### config.mk
export PLATFORM = sky130hd
export DESIGN_NAME = div4_seq
export DESIGN_NICKNAME = d
export VERILOG_FILES = /design/src/rtl/div4_seq.sv
export SDC_FILE = /design/constraint.sdc
export NUM_CORES = 1
export LEC_CHECK = 0
export ABC_AREA = 1
export CAP_MARGIN = 20
export CORE_UTILIZATION = 54
export DETAILED_ROUTE_END_ITERATION = 6
export PLACE_DENSITY = 0.85
export SLEW_MARGIN = 15
export SYNTH_ARGS = -nofsm -noshare
export SYNTH_HDL_FRONTEND = slang
export SYNTH_SLANG_ARGS = --single-unit
### constraint.sdc
create_clock -name clk -period 4.3 [get_ports clk]
set_input_delay 0.86 -clock clk [delete_from_list [all_inputs] [get_ports clk]]
set_output_delay 0.86 -clock clk [all_outputs]
set_load 0.01 [all_outputs]
### src/rtl/div4_seq.sv
// Sequential 4-bit unsigned restoring divider: one trial subtraction per cycle, MSB first.
// Optional DIV4_SEQ_DBZ_EN adds a dbz port and a short-circuit path for a zero divisor.
module div4_seq (
    input  logic       clk,
    input  logic       rst,
    input  logic       start,
    input  logic [3:0] a,
    input  logic [3:0] b,
    output logic       busy,
    output logic       done,
    output logic [3:0] q,
    output logic [3:0] r
`ifdef DIV4_SEQ_DBZ_EN
    ,
    output logic       dbz
`endif
);

    typedef enum logic [1:0] {
        IDLE = 2'd0,
        RUN  = 2'd1,
        DONE = 2'd2
    } state_t;

    state_t     state_q, state_d;
    logic [3:0] d_q, d_d;
    logic [3:0] b_q, b_d;
    logic [3:0] q_q, q_d;
    logic [3:0] r_q, r_d;
    logic [1:0] cnt_q, cnt_d;
    logic       dbz_q, dbz_d;

    logic [1:0] idx;
    logic       bit_in;
    logic       borrow;
    logic [3:0] rem_trial;
    logic       zdiv;

    always_ff @(posedge clk or posedge rst) begin
        if (rst) begin
            state_q <= IDLE;
            d_q     <= '0;
            b_q     <= '0;
            q_q     <= '0;
            r_q     <= '0;
            cnt_q   <= '0;
            dbz_q   <= 1'b0;
        end else begin
            state_q <= state_d;
            d_q     <= d_d;
            b_q     <= b_d;
            q_q     <= q_d;
            r_q     <= r_d;
            cnt_q   <= cnt_d;
            dbz_q   <= dbz_d;
        end
    end

    // Upper bit of the 5-bit trial is zero whenever there is no borrow, so only 4 bits are kept.
    always_comb begin
        idx       = 2'd3 - cnt_q;
        bit_in    = d_q[idx];
        borrow    = ({r_q, bit_in} < {1'b0, b_q});
        rem_trial = 4'({r_q, bit_in} - {1'b0, b_q});
`ifdef DIV4_SEQ_DBZ_EN
        zdiv      = (b_q == 4'd0);
`else
        zdiv      = 1'b0;
`endif
    end

    always_comb begin
        state_d = state_q;
        d_d     = d_q;
        b_d     = b_q;
        q_d     = q_q;
        r_d     = r_q;
        cnt_d   = cnt_q;
        dbz_d   = dbz_q;
        case (state_q)
            IDLE: begin
                if (start) begin
                    d_d     = a;
                    b_d     = b;
                    q_d     = '0;
                    r_d     = '0;
                    cnt_d   = '0;
                    dbz_d   = 1'b0;
                    state_d = RUN;
                end
            end
            RUN: begin
                if (zdiv) begin
                    q_d     = '1;
                    r_d     = d_q;
                    dbz_d   = 1'b1;
                    state_d = DONE;
                end else begin
                    if (!borrow) begin
                        q_d[idx] = 1'b1;
                        r_d      = rem_trial;
                    end else begin
                        q_d[idx] = 1'b0;
                        r_d      = {r_q[2:0], bit_in};
                    end
                    cnt_d = cnt_q + 2'd1;
                    if (cnt_q == 2'd3) state_d = DONE;
                end
            end
            DONE: state_d = IDLE;
            default: state_d = IDLE;
        endcase
    end

    assign busy = (state_q == RUN) && !zdiv;
    assign done = (state_q == DONE);
    assign q    = q_q;
    assign r    = r_q;
`ifdef DIV4_SEQ_DBZ_EN
    assign dbz  = dbz_q;
`else
    logic unused_dbz;
    assign unused_dbz = dbz_q;
`endif

endmodule

[Yosys cells after proc, flatten, opt, wreduce, memory -nomap -nowiden]
Index checks and enable logic that the tools add are counted.
Storage, ports and cells
  input bits: 11
  output and inout bits: 10
  word-level logic and storage cells: 40
  register bits: 20
Operators by class
  order comparisons: 3
  eq/ne operators: 5
  multiplexer cells: 14
  add/sub/neg operators: 3
  bitwise logic cells: 3
  reduce and logical (&&, ||, !) cells: 6
Operator list (number)
  $pmux W4 S2: 2
  $mux W4: 3
  $pmux W2 S2: 2
  $mux W2: 3
  $reduce_and A2 Y1: 3
  $lt A5 B4 Y1: 1
  $and A4 B4 Y4: 1
  $eq A2 B2 Y1 const B: 2
  $not A4 Y4: 1
  $or A4 B4 Y4: 1
  $sub A4 B4 Y4: 1
  $lt A2 B3 Y1 const B: 1
  $add A2 B1 Y2 const B: 1
  $bmux W1 S2: 1
  $demux W1 S2: 1
  $eq A2 B1 Y1 const B: 1
  $ge A2 B1 Y1 const B: 1
  $logic_not A2 Y1: 1
  $mux W1: 2
  $ne A2 B1 Y1 const B: 1
  $ne A2 B2 Y1 const B: 1
  $reduce_bool A2 Y1: 1
  $sub A2 B2 Y2 const A: 1
  $logic_and A1 B1 Y1: 1

[Depth between registers and ports, before layout]
Gate-level depths: netlist of run 1.
  word-level depth: 9
  mapped depth: 11
  depth with buffers taken out: 11

[Least setup slack after synthesis of run 1]
OpenSTA, ideal clock, no wires.
  path type: register to register
  from: register cnt_q[0]
  to: register r_q[2] (netlist: r[2])
  cell stages (with the launch flop): 11
  slack: 2.656 ns
  data required time: 4.183 ns
  clock period less this slack: 1.644 ns
  arrival: 1.526 ns
  path buffers: 0
  library setup time: 0.117 ns
  cells stage by stage: dfrtp_1 > inv_2 > nand2_1 > nand3_1 > nand2_1 > ha_1 > fa_1 > xor2_1 > nand2_1 > nand3_1 > nand2_1
On the way
  longest elaborated chain between the ends: 6
  elaborated cells on any way between the ends: 7
  those cells by class: add/sub (2); order compare (1); mux (4)
Ends and longest elaborated chain
  start, declared: RTL line 30  | logic [1:0] cnt_q, cnt_d;
  start signal, assigned: RTL line 54  | cnt_q <= cnt_d;
  $sub A2 B2 Y2 *: RTL line 61  | idx = 2'd3 - cnt_q;
  $bmux W1 S2 *: RTL line 62  | bit_in = d_q[idx];
  $mux W1 (implied by the code) *: RTL line 62
  $sub A4 B4 Y4 / $lt A5 B4 Y1 (equally long branches): RTL line 64, 63
  $mux W4 *: RTL line 99  | if (!borrow) begin
  $pmux W4 S2 *: RTL line 80  | case (state_q)
  end signal, assigned: RTL line 53  | r_q <= r_d;
  end, declared: RTL line 29  | logic [3:0] r_q, r_d;
Every way passes the cells marked *; elsewhere a longest branch is shown, timed or not. The select of a mux whose other input is x is not followed.
A chain may end at the register's enable or synchronous reset.

[Final worst setup path of run 1]
  from: register state_q[0]
  to: output port busy
On the way
  longest elaborated chain between the ends: 1
Ends and longest elaborated chain
  start, declared: RTL line 25  | state_t state_q, state_d;
  start signal, assigned: RTL line 49  | state_q <= state_d;
  $eq A2 B1 Y1: RTL line 115  | assign busy = (state_q == RUN) && !zdiv;
  end, declared: RTL line 9  | output logic busy,
No other way between the ends.

==> results of run 1 <==
cell families (layout without fill, tap and decap cells):
| kind of cell | Yosys count | after routing | share of synthesized area [%] |
|---|---|---|---|
| flip-flops | 20 | 20 | 45.05 |
| XOR/XNOR | 1 | 1 | 0.7884 |
| buffers and inverters | 20 | 42 | 7.433 |
| AO/OA/AOI/OAI | 14 | 14 | 6.869 |
| AND/OR/NAND/NOR | 73 | 73 | 29.05 |
| adder cells (fa/ha/maj) | 9 | 9 | 10.81 |
critical path, cell delays in order, from the launching register on:
cell and delay, ns:
sky130_fd_sc_hd__dfrtp_1 0.41, sky130_fd_sc_hd__inv_2 0.05, sky130_fd_sc_hd__nor2_2 0.34, sky130_fd_sc_hd__clkdlybuf4s50_1 0.62
how the worst min path moves through the flow:
stage | end | slack (ns) | cells past startpoint
6_report | d_q[3] | 0.49 | 2
5_1_grt | d_q[2] | 0.52 | 2
4_1_cts | d_q[2] | 0.49 | 2
3_5_place_dp | d_q[2] | 0.46 | 2
3_3_place_gp | d_q[0] | 0.46 | 2
2_1_floorplan | d_q[0] | 0.44 | 2
cell usage after synthesis:
| cell type | number | area [um^2] |
|---|---|---|
| sky130_fd_sc_hd__nand3_4 | 1 | 17.52 |
| sky130_fd_sc_hd__a21oi_1 | 1 | 5.000 |
| sky130_fd_sc_hd__nand3_1 | 12 | 60.06 |
| sky130_fd_sc_hd__xor2_1 | 1 | 8.760 |
| sky130_fd_sc_hd__ha_1 | 8 | 100.1 |
| sky130_fd_sc_hd__a21boi_2 | 1 | 11.26 |
| sky130_fd_sc_hd__dfrtp_1 | 20 | 500.5 |
| sky130_fd_sc_hd__nand2_1 | 49 | 183.9 |
| sky130_fd_sc_hd__nand3_2 | 1 | 10.01 |
| sky130_fd_sc_hd__fa_1 | 1 | 20.02 |
| sky130_fd_sc_hd__nor3_1 | 1 | 5.000 |
| sky130_fd_sc_hd__o21ai_1 | 12 | 60.06 |
| sky130_fd_sc_hd__nand2_2 | 1 | 6.260 |
| sky130_fd_sc_hd__nor2_2 | 4 | 25.02 |
| sky130_fd_sc_hd__inv_2 | 8 | 30.03 |
| sky130_fd_sc_hd__inv_1 | 9 | 33.78 |
| sky130_fd_sc_hd__clkinv_1 | 1 | 3.750 |
| sky130_fd_sc_hd__nor2_1 | 4 | 15.01 |
| sky130_fd_sc_hd__clkbuf_4 | 1 | 7.510 |
| sky130_fd_sc_hd__buf_4 | 1 | 7.510 |
through the flow:
stage | setup slack [ns] | utilization [%] | cells | hold WS (ns)
finish | 1.706 | 70.36 | 186 | 0.4928
global route | 1.611 | 70.36 | 186 | 0.5182
CTS | 1.708 | 70.36 | 186 | 0.4871
detailed placement | 2.075 | 68.49 | 182 | 0.4585
global placement | 2.113 | 68.49 | 182 | 0.4584
floorplan | 2.657 | - | 137 | 0.4422
state kept, by name, summed over array words and instances (netlist names):
signal   flops
q            4
r            4
b_q          4
cnt_q        2
d_q          4
state_q      2
cell type report:
type	count	area share, %
multi-input cells	97	38.64
repair buffers	20	14.65
inverters	18	4.945
clock buffers	4	2.656
flip-flops and latches	20	36.63
well taps	27	2.473
routing by layer:
| metal | GRT usage (%) | part of all wire, % | vias to the layer above |
|---|---|---|---|
| li1 | - | - | 477 |
| met1 | 27.95 | 46 | 430 |
| met2 | 32.60 | 48 | 25 |
| met3 | 5.000 | 4.1 | 5 |
| met4 | 8.571 | 2.0 | 0 |
| met5 | 0 | 0 | - |
power by group through the flow:
stage	Combinational [mW]	Clock, mW	Sequential (mW)
final	0.644	0.113	0.341
after global routing	0.733	0.125	0.352
after CTS	0.651	0.116	0.339
after detailed placement	0.647	0	0.343
after global placement	0.616	0	0.339
after floorplan	0.461	0	0.346
==> parameters.txt, run 1 <==
Parameter                              Value

Outcome
  Status    completed

Hold path
  Hold path startpoint    d_q[3]
  Worst min path class    flip-flop to flip-flop

Clock tree
  Sink Count    20
  Insertion delay of the later-clocked pin in the worst-skew pair    0.31 ns
  H-tree depth    1
  Setup Fix Bufs, Post-CTS    0
  Clock Path Buffers    2
  CTS Hold Buffers Added    0
  Clock buffers created by TritonCTS    3
  Master cell of the clock root buffer    sky130_fd_sc_hd__clkbuf_4
  Resize count post-CTS    0
  CTS tree    yes
  Clock-pin slew reported for the worst setup and hold paths after clock tree synthesis    0.11 ns

Final layout
  Post-route standard cell area excluding fillers    1366 um^2
  Number of inserted diodes    0
  Number of nets in the layout    180
  Area of combinational cells with multiple inputs    528.0 um^2
  Number of fillers in the final layout    168
  Area of all sequential standard cells    500.5 um^2
  Proportion of layout cells with a drive suffix above 1    12.58%
  Commonest non-fill, non-tap cell in the layout    sky130_fd_sc_hd__nand2_1
  Synthesis-to-layout area growth    22.97%
  Most frequent cells in the layout    sky130_fd_sc_hd__nand2_1 (49), sky130_fd_sc_hd__dfrtp_1 (20), sky130_fd_sc_hd__clkdlybuf4s50_1 (20)

Yosys
  Post-Synthesis Cells    137
  Count of warnings emitted by yosys    0
  Synthesized area    1111 um^2
  Yosys reg bits    20
  Syn_nets    157
  Register area share after synthesis    45.05%
  Count of distinct cell types in the synthesized netlist    20
  Avg Inst Size Synth    8.110 um^2

Route
  Vias/cell    5.038
  Detailed-route wire length    2061 um
  Drc violations    0
  Routed wirelength normalized by instance count    11.08 um
  Total via count after detailed routing    937
  Starting DRT DRC Count    17
  Post-DRT Antenna Nets    0
  Number of detailed-routing iterations run before antenna repair    5

Setup path
  CP Capture Point    busy
  Crit path capture type    primary output
  Worst setup path startpoint    state_q[0]
  Worst r2r src    cnt_q[0]
  Type of the setup path with the least slack    flip-flop to primary output
  CP required    3.44 ns
  Worst reg-to-reg path cell count    10
  Worst flop-to-flop path endpoint    r[2]
  Arrival time reported for the critical path endpoint    1.73 ns
  Worst Path Max Fanout    11
  Type of origin of the critical path    flip-flop
  Setup slack on the worst flop-to-flop path    2.46 ns

STA
  Unrepaired setup endpoints after global routing    no
  Remaining max-slew budget at the tightest pin    51.73%
  Period utilisation layout    60.33%
  Fmax    385.5 MHz
  Sum Neg Setup Slack    0 ns
  Number of hold violations in the final report    0
  Minimum clock period    2.594 ns
  Slew Viols, Final    0
  Total setup violations reported at the end of the flow    0
  Transition at the pin with the smallest max-transition slack    0.7233 ns
  Worst Clk Skew    0.002126 ns

Global route
  Pin count of the biggest net entering global routing    21
  GRT Resource Usage Total    20.96%
  Number of global-route vias before repair    791
  First-pass GRT wire length    3236 um
  Global route overflow    0
  Number of antenna violations at the first check in global routing    0

Pwr
  Worst ir drop on vdd    0.0004567 V
  Switching share of total power    46.05%
  Power share of the sequential group    31.1%
  Pwr dens    803.6 nW/um^2
  Comb power frac    58.6%
  Int Power    592.4 uW
  Share of total power in the clock network    10.3%
  Overall power of the completed layout    1.098 mW
  Switching power of the nets    505.6 uW
  Leakage dissipation    0.6953 nW

Floorplanning
  Number of ports placed on the die boundary    21
  Die boundary height    47.36 um
  Placeable core area    1942 um^2
  Chip Width    47.36 um
  Starting utilization of the core area    57.22%
  Placement Rows    16
  Die Footprint    2243 um^2

Placed design
  Gpl congestion    0.7804
  Count of input and output buffers    20
  Area post-placement    1330 um^2
  Placed wire-length estimate after detailed placement    1617 um

Run
  # Max-Cap Violations    0
(Power assumes the default switching activity.)
==> run 2: changes to the inputs <==
CORE_UTILIZATION = 50   (was 54)
PLACE_DENSITY = 0.8   (was 0.85)
clock period = 2.6 ns   (was 4.3 ns; I/O delays follow)
==> run 2 against run 1 <==
- global-route usage rose by 0.18 points
- clock skew up 0.0090 ns
- highest routed layer unchanged
- critical endpoint unchanged
- combinational power grew 71%
- die area up 7.7%
- critical path depth unchanged
==> parameters.txt, run 2 (same netlist as run 1, synthesis figures left out) <==
Parameter                              Value

Clock tree
  Master cell of the clock root buffer    sky130_fd_sc_hd__clkbuf_4 (unchanged)
  Resize count post-CTS    0 (unchanged)
  Sink Count    20 (unchanged)
  H-tree depth    1 (unchanged)
  CTS Hold Buffers Added    0 (unchanged)
  Clock Path Buffers    2 (unchanged)
  Setup Fix Bufs, Post-CTS    0 (unchanged)
  Clock-pin slew reported for the worst setup and hold paths after clock tree synthesis    0.12 ns (was 0.11 ns)
  CTS tree    yes (unchanged)
  Clock buffers created by TritonCTS    3 (unchanged)
  Insertion delay of the later-clocked pin in the worst-skew pair    0.31 ns (about the same)

Final layout
  Number of fillers in the final layout    162 (was 168)
  Number of nets in the layout    181 (was 180)
  Commonest non-fill, non-tap cell in the layout    sky130_fd_sc_hd__nand2_1 (unchanged)
  Synthesis-to-layout area growth    22.41% (was 22.97%)
  Proportion of layout cells with a drive suffix above 1    12.58% (unchanged)
  Most frequent cells in the layout    sky130_fd_sc_hd__nand2_1 (49), sky130_fd_sc_hd__dfrtp_1 (20), sky130_fd_sc_hd__clkdlybuf4s50_1 (20) (unchanged)
  Number of inserted diodes    0 (unchanged)

Route
  Vias/cell    5.097 (was 5.038)
  Detailed-route wire length    2188 um (was 2061 um)
  Post-DRT Antenna Nets    0 (unchanged)
  Drc violations    0 (unchanged)
  Routed wirelength normalized by instance count    11.76 um (was 11.08 um)
  Number of detailed-routing iterations run before antenna repair    4 (was 5)
  Total via count after detailed routing    948 (was 937)
  Starting DRT DRC Count    13 (was 17)

Placed design
  Gpl congestion    0.8380 (was 0.7804)
  Placed wire-length estimate after detailed placement    1665 um (was 1617 um)
  Count of input and output buffers    20 (unchanged)

Hold path
  Worst min path class    flip-flop to flip-flop (unchanged)
  Hold Path End    d_q[1] (was d_q[3])
  Number of stages on the worst hold path    2 (unchanged)
  Hold path startpoint    d_q[1] (was d_q[3])

Setup path
  Slowest-stage cell, CP    sky130_fd_sc_hd__clkdlybuf4s50_1 (unchanged)
  Setup slack on the worst flop-to-flop path    0.79 ns (was 2.46 ns)
  CP required    2.08 ns (was 3.44 ns)
  Type of the setup path with the least slack    flip-flop to primary output (unchanged)
  Crit path cell chain    nor2_2 -> buf_4 -> clkdlybuf4s50_1 (was inv_2 -> nor2_2 -> clkdlybuf4s50_1)
  Worst r2r src    cnt_q[0] (unchanged)
  Arrival time reported for the critical path endpoint    1.57 ns (was 1.73 ns)
  Worst Path Max Fanout    11 (unchanged)
  Type of origin of the critical path    flip-flop (unchanged)
  Worst flop-to-flop path endpoint    r[2] (unchanged)
  Delay of the slowest cell on the worst path    0.56 ns (was 0.62 ns)
  Crit path capture type    primary output (unchanged)
  Worst reg-to-reg path cell count    10 (unchanged)

Pwr
  Overall power of the completed layout    1.812 mW (was 1.098 mW)
  Leakage dissipation    0.6928 nW (was 0.6953 nW)
  Worst ir drop on vdd    0.0006643 V (was 0.0004567 V)
  Pwr dens    1332 nW/um^2 (was 803.6 nW/um^2)

Global route
  GRT Resource Usage Total    21.14% (was 20.96%)
  Global route overflow    0 (unchanged)
  First-pass GRT wire length    3912 um (was 3236 um)
  Number of antenna violations at the first check in global routing    0 (unchanged)
  Number of global-route vias before repair    908 (was 791)
  Pin count of the biggest net entering global routing    21 (unchanged)

STA
  Sum Neg Setup Slack    0 ns (unchanged)
  Fmax    477.5 MHz
  Unrepaired setup endpoints after global routing    no (unchanged)
  Minimum clock period    2.094 ns
  Transition at the pin with the smallest max-transition slack    0.7209 ns (was 0.7233 ns)
  Remaining max-slew budget at the tightest pin    51.89% (was 51.73%)
  Period utilisation layout    80.55%
  Total setup violations reported at the end of the flow    0 (unchanged)
  Number of hold violations in the final report    0 (unchanged)
  Worst Clk Skew    0.01117 ns (was 0.002126 ns)
  Slew Viols, Final    0 (unchanged)

Outcome
  Status    completed (unchanged)

Floorplanning
  Starting utilization of the core area    54.95% (was 57.22%)
  Number of ports placed on the die boundary    21 (unchanged)
  Die boundary height    49.14 um (was 47.36 um)
  Placeable core area    2022 um^2 (was 1942 um^2)
  Placement Rows    16 (unchanged)
  Chip Width    49.14 um (was 47.36 um)
  Die Footprint    2415 um^2 (was 2243 um^2)

Run
  # Max-Cap Violations    0 (unchanged)
[run 2: changes by cell type in the layout (fill, tap and decap cells not counted), sizes merged]
cell,before,now
buf,0,1
clkbuf,4,3
[run 2: critical path, delay by kind of cell, from the launching register on]
family / cells / cell delay, ns
buffers and inverters: 2 / 0.74
DFF: 1 / 0.42
and+or+nand+nor: 1 / 0.11
[run 2: per-stage QoR]
step	hold slack, ns	instance area, um^2	util, %	worst slack (ns)	std cells
after floorplan	0.4422	1111	-	0.9565	137
after global placement	0.4622	1338	66.15	0.8156	183
after detailed placement	0.4629	1338	66.15	0.7594	183
after CTS	0.4882	1360	67.26	0.5172	186
after global routing	0.5078	1360	67.26	0.4249	186
final	0.4845	1360	67.26	0.5056	186
[run 2: cell type report]
class / count / area, um^2 / area share (%)
timing repair buffer: 21 / 207.7 / 15.27
clock buffer: 3 / 22.52 / 1.656
multi-input combinational: 97 / 528.0 / 38.82
inverter: 18 / 67.56 / 4.968
tap: 27 / 33.78 / 2.484
sequential: 20 / 500.5 / 36.80
[run 2: worst max path at each step]
stage / from / end / slack [ns]
2_1_floorplan: cnt_q[0] / r[2] / 0.96
3_3_place_gp: cnt_q[0] / r[2] / 0.82
3_5_place_dp: start / d_q[3] / 0.76
4_1_cts: state_q[1] / busy / 0.52
5_1_grt: state_q[0] / busy / 0.42
6_report: state_q[1] / busy / 0.51
[run 2: routing by layer]
layer | vias to the layer above | share of wire [%] | track usage, % | wire length, um
met1 | 442 | 46 | 27.55 | 1001
li1 | 474 | - | - | -
met2 | 28 | 49 | 35.16 | 1071
met5 | - | 0 | 0 | 0
met3 | 4 | 4.6 | 6.231 | 100
met4 | 0 | 0.64 | 3.431 | 14
[run 2: power breakdown]
part | internal [mW] | total (mW) | switching (mW)
combinational | 0.455 | 1.10 | 0.643
sequential | 0.455 | 0.565 | 0.111
clock | 0.0541 | 0.149 | 0.0947
total | 0.963 | 1.81 | 0.849
==> run 3: changes to the inputs <==
CORE_UTILIZATION = 45   (was 50)
PLACE_DENSITY = 0.76   (was 0.8)
clock period = 1.73 ns   (was 2.6 ns; I/O delays follow)
==> run 3 against run 2 <==
- clock skew fell by 0.010 ns
- clock power rose by 44%
- power rose by 58%
- final cell count rose by 3.2%
- register-to-register slack got worse by 0.77 ns
==> parameters.txt, run 3 (same netlist as run 1, synthesis figures left out) <==
Parameter                              Value

Outcome
  Status    completed (unchanged)

Route
  Routed wirelength normalized by instance count    12.13 um (was 11.76 um)
  Number of detailed-routing iterations run before antenna repair    4 (unchanged)
  Total via count after detailed routing    945 (was 948)
  Top sig layer    met4 (unchanged)
  Post-DRT Antenna Nets    0 (unchanged)
  Drc violations    0 (unchanged)
  Met3 wire length    65 um (was 100 um)
  Vias/cell    4.922 (was 5.097)
  Detailed-route wire length    2329 um (was 2188 um)
  Met1 wire length    1035 um (was 1001 um)
  Starting DRT DRC Count    13 (unchanged)
  Amount of wire on met2 after detailed routing    1173 um (was 1071 um)

Setup path
  CP required    1.92 ns (was 2.08 ns)
  Delay of the slowest cell on the worst path    0.52 ns (was 0.56 ns)
  Arrival time reported for the critical path endpoint    1.90 ns (was 1.57 ns)
  Worst Path Max Fanout    4 (was 11)
  Slowest-stage cell, CP    sky130_fd_sc_hd__fa_2 (was sky130_fd_sc_hd__clkdlybuf4s50_1)
  Type of origin of the critical path    flip-flop (unchanged)
  Crit path cell chain    inv_2 -> nand2_2 -> nand3_2 -> nand2_2 -> ha_4 -> fa_2 -> nand2_1 -> nand3_1 -> nand2_1 (was nor2_2 -> buf_4 -> clkdlybuf4s50_1)
  Type of the setup path with the least slack    flip-flop to flip-flop (was flip-flop to primary output)
  Crit path capture type    flip-flop (was primary output)
  Worst r2r src    cnt_q[0] (unchanged)
  Worst setup path startpoint    cnt_q[0] (was state_q[1])

Final layout
  Number of nets in the layout    186 (was 181)
  Area of all sequential standard cells    500.5 um^2 (unchanged)
  Area of combinational cells with multiple inputs    564.3 um^2 (was 528.0 um^2)
  Most frequent cells in the layout    sky130_fd_sc_hd__nand2_1 (46), sky130_fd_sc_hd__dfrtp_1 (20), sky130_fd_sc_hd__clkdlybuf4s50_1 (18) (was sky130_fd_sc_hd__nand2_1 (49), sky130_fd_sc_hd__dfrtp_1 (20), sky130_fd_sc_hd__clkdlybuf4s50_1 (20))
  Post-layout utilization of the core    63.11% (was 67.26%)
  Number of inserted diodes    0 (unchanged)
  Proportion of layout cells with a drive suffix above 1    20.12% (was 12.58%)
  Post-route standard cell area excluding fillers    1436 um^2 (was 1360 um^2)
  Commonest non-fill, non-tap cell in the layout    sky130_fd_sc_hd__nand2_1 (unchanged)
  Synthesis-to-layout area growth    29.28% (was 22.41%)
  Number of fillers in the final layout    206 (was 162)

Floorplanning
  Number of ports placed on the die boundary    21 (unchanged)
  Placement Rows    17 (was 16)
  Starting utilization of the core area    48.82% (was 54.95%)
  Placeable core area    2276 um^2 (was 2022 um^2)
  Chip Width    51.69 um (was 49.14 um)
  Die boundary height    51.69 um (was 49.14 um)
  Die Footprint    2672 um^2 (was 2415 um^2)

STA
  Unrepaired setup endpoints after global routing    yes (was no)
  Number of hold violations in the final report    0 (unchanged)
  Minimum clock period    1.712 ns
  Remaining max-slew budget at the tightest pin    82.71% (was 51.89%)
  Total setup violations reported at the end of the flow    0 (unchanged)
  Period utilisation layout    98.98%
  Fmax    584.0 MHz
  Sum Neg Setup Slack    0 ns (unchanged)
  Worst Hold Slack    0.3589 ns (was 0.4845 ns)
  Transition at the pin with the smallest max-transition slack    0.2593 ns (was 0.7209 ns)
  Slew Viols, Final    0 (unchanged)
  Worst Clk Skew    0.0009363 ns (was 0.01117 ns)

Global route
  Number of global-route vias before repair    923 (was 908)
  First-pass GRT wire length    3801 um (was 3912 um)
  Global route overflow    0 (unchanged)
  GRT Resource Usage Total    20.24% (was 21.14%)
  Number of antenna violations at the first check in global routing    0 (unchanged)
  Pin count of the biggest net entering global routing    21 (unchanged)

Clock tree
  CTS Hold Buffers Added    0 (unchanged)
  Insertion delay of the later-clocked pin in the worst-skew pair    0.29 ns (was 0.31 ns)
  Clock Path Buffers    2 (unchanged)
  Clock-pin slew reported for the worst setup and hold paths after clock tree synthesis    0.11 ns (was 0.12 ns)
  H-tree depth    1 (unchanged)
  CTS tree    yes (unchanged)
  Master cell of the clock root buffer    sky130_fd_sc_hd__clkbuf_4 (unchanged)
  Clock buffers created by TritonCTS    3 (unchanged)
  Sink Count    20 (unchanged)

Placed design
  Gpl congestion    0.8195 (was 0.8380)
  Count of input and output buffers    20 (unchanged)
  Placed wire-length estimate after detailed placement    1750 um (was 1665 um)
  Area post-placement    1361 um^2 (was 1338 um^2)

Hold path
  Worst min path class    input pin to asynchronous set/reset pin (was flip-flop to flip-flop)

Pwr
  Pwr dens    2000 nW/um^2 (was 1332 nW/um^2)
  Overall power of the completed layout    2.872 mW (was 1.812 mW)
  Worst ir drop on vdd    0.001211 V (was 0.0006643 V)
  Leakage dissipation    0.7417 nW (was 0.6928 nW)

Run
  # Max-Cap Violations    0 (unchanged)
==> run 3: cell count changes in the layout (fill, tap and decap cells not counted), moves of 2 or more <==
cell / change
sky130_fd_sc_hd__nand3_2: +2
sky130_fd_sc_hd__clkdlybuf4s50_1: -2
sky130_fd_sc_hd__buf_4: +5
sky130_fd_sc_hd__nand2_1: -3
sky130_fd_sc_hd__nand3_1: -2
sky130_fd_sc_hd__nand2_2: +3
==> run 3: worst paths after layout <==
kind	slack (ns)	to	cells after the start
setup / recovery	0.02	r[1]	9
hold / removal	0.36	b_q[2]	3
setup reg to reg	0.02	r[1]	9
hold reg to reg	0.49	q[1]	2
max in group asynchronous	1.16	cnt_q[1]	3
min in group clk	0.49	q[1]	2
==> run 3: area by class of cell <==
| type | count | share of cell area [%] |
|---|---|---|
| multi-input combinational | 97 | 39.29 |
| sequential | 20 | 34.84 |
| tap | 28 | 2.439 |
| inverter | 18 | 4.704 |
| clock buffer | 3 | 1.568 |
| timing repair buffer | 26 | 17.16 |
==> run 3: layer usage <==
metal,vias up,global-route usage [%]
li1,483,-
met1,435,22.14
met2,21,35.06
met3,6,3.216
met4,0,14.86
met5,-,0
==> run 3: power breakdown <==
group          leakage, nW  switching (mW)  internal [mW]
clock               0.0138           0.134         0.0810
combinational        0.475            1.03          0.764
sequential           0.253           0.181          0.684
total                0.742            1.34           1.53
==> run 3: worst max-delay path: cells and delay by family (launching register included) <==
family                   cells  cell delay, ns
buffers and inverters        1            0.11
flip-flops                   1            0.43
adder cells (fa/ha/maj)      2            0.69
AND/OR/NAND/NOR              6            0.38
==> run 3: through the flow <==
step / worst slack [ns] / std cells
CTS: 0.008201 / 191
finish: 0.01761 / 192
floorplan: 0.08650 / 137
global route: -0.05711 / 192
detailed placement: -0.008022 / 187
global placement: 0.08036 / 187
==> run 3: timing repair <==
item,CTS,global route
setup buffers,1,1
endpoints found under the setup margin,3,4
endpoints found under the hold margin,0,0
pin swaps,0,1
resized for setup,1,10
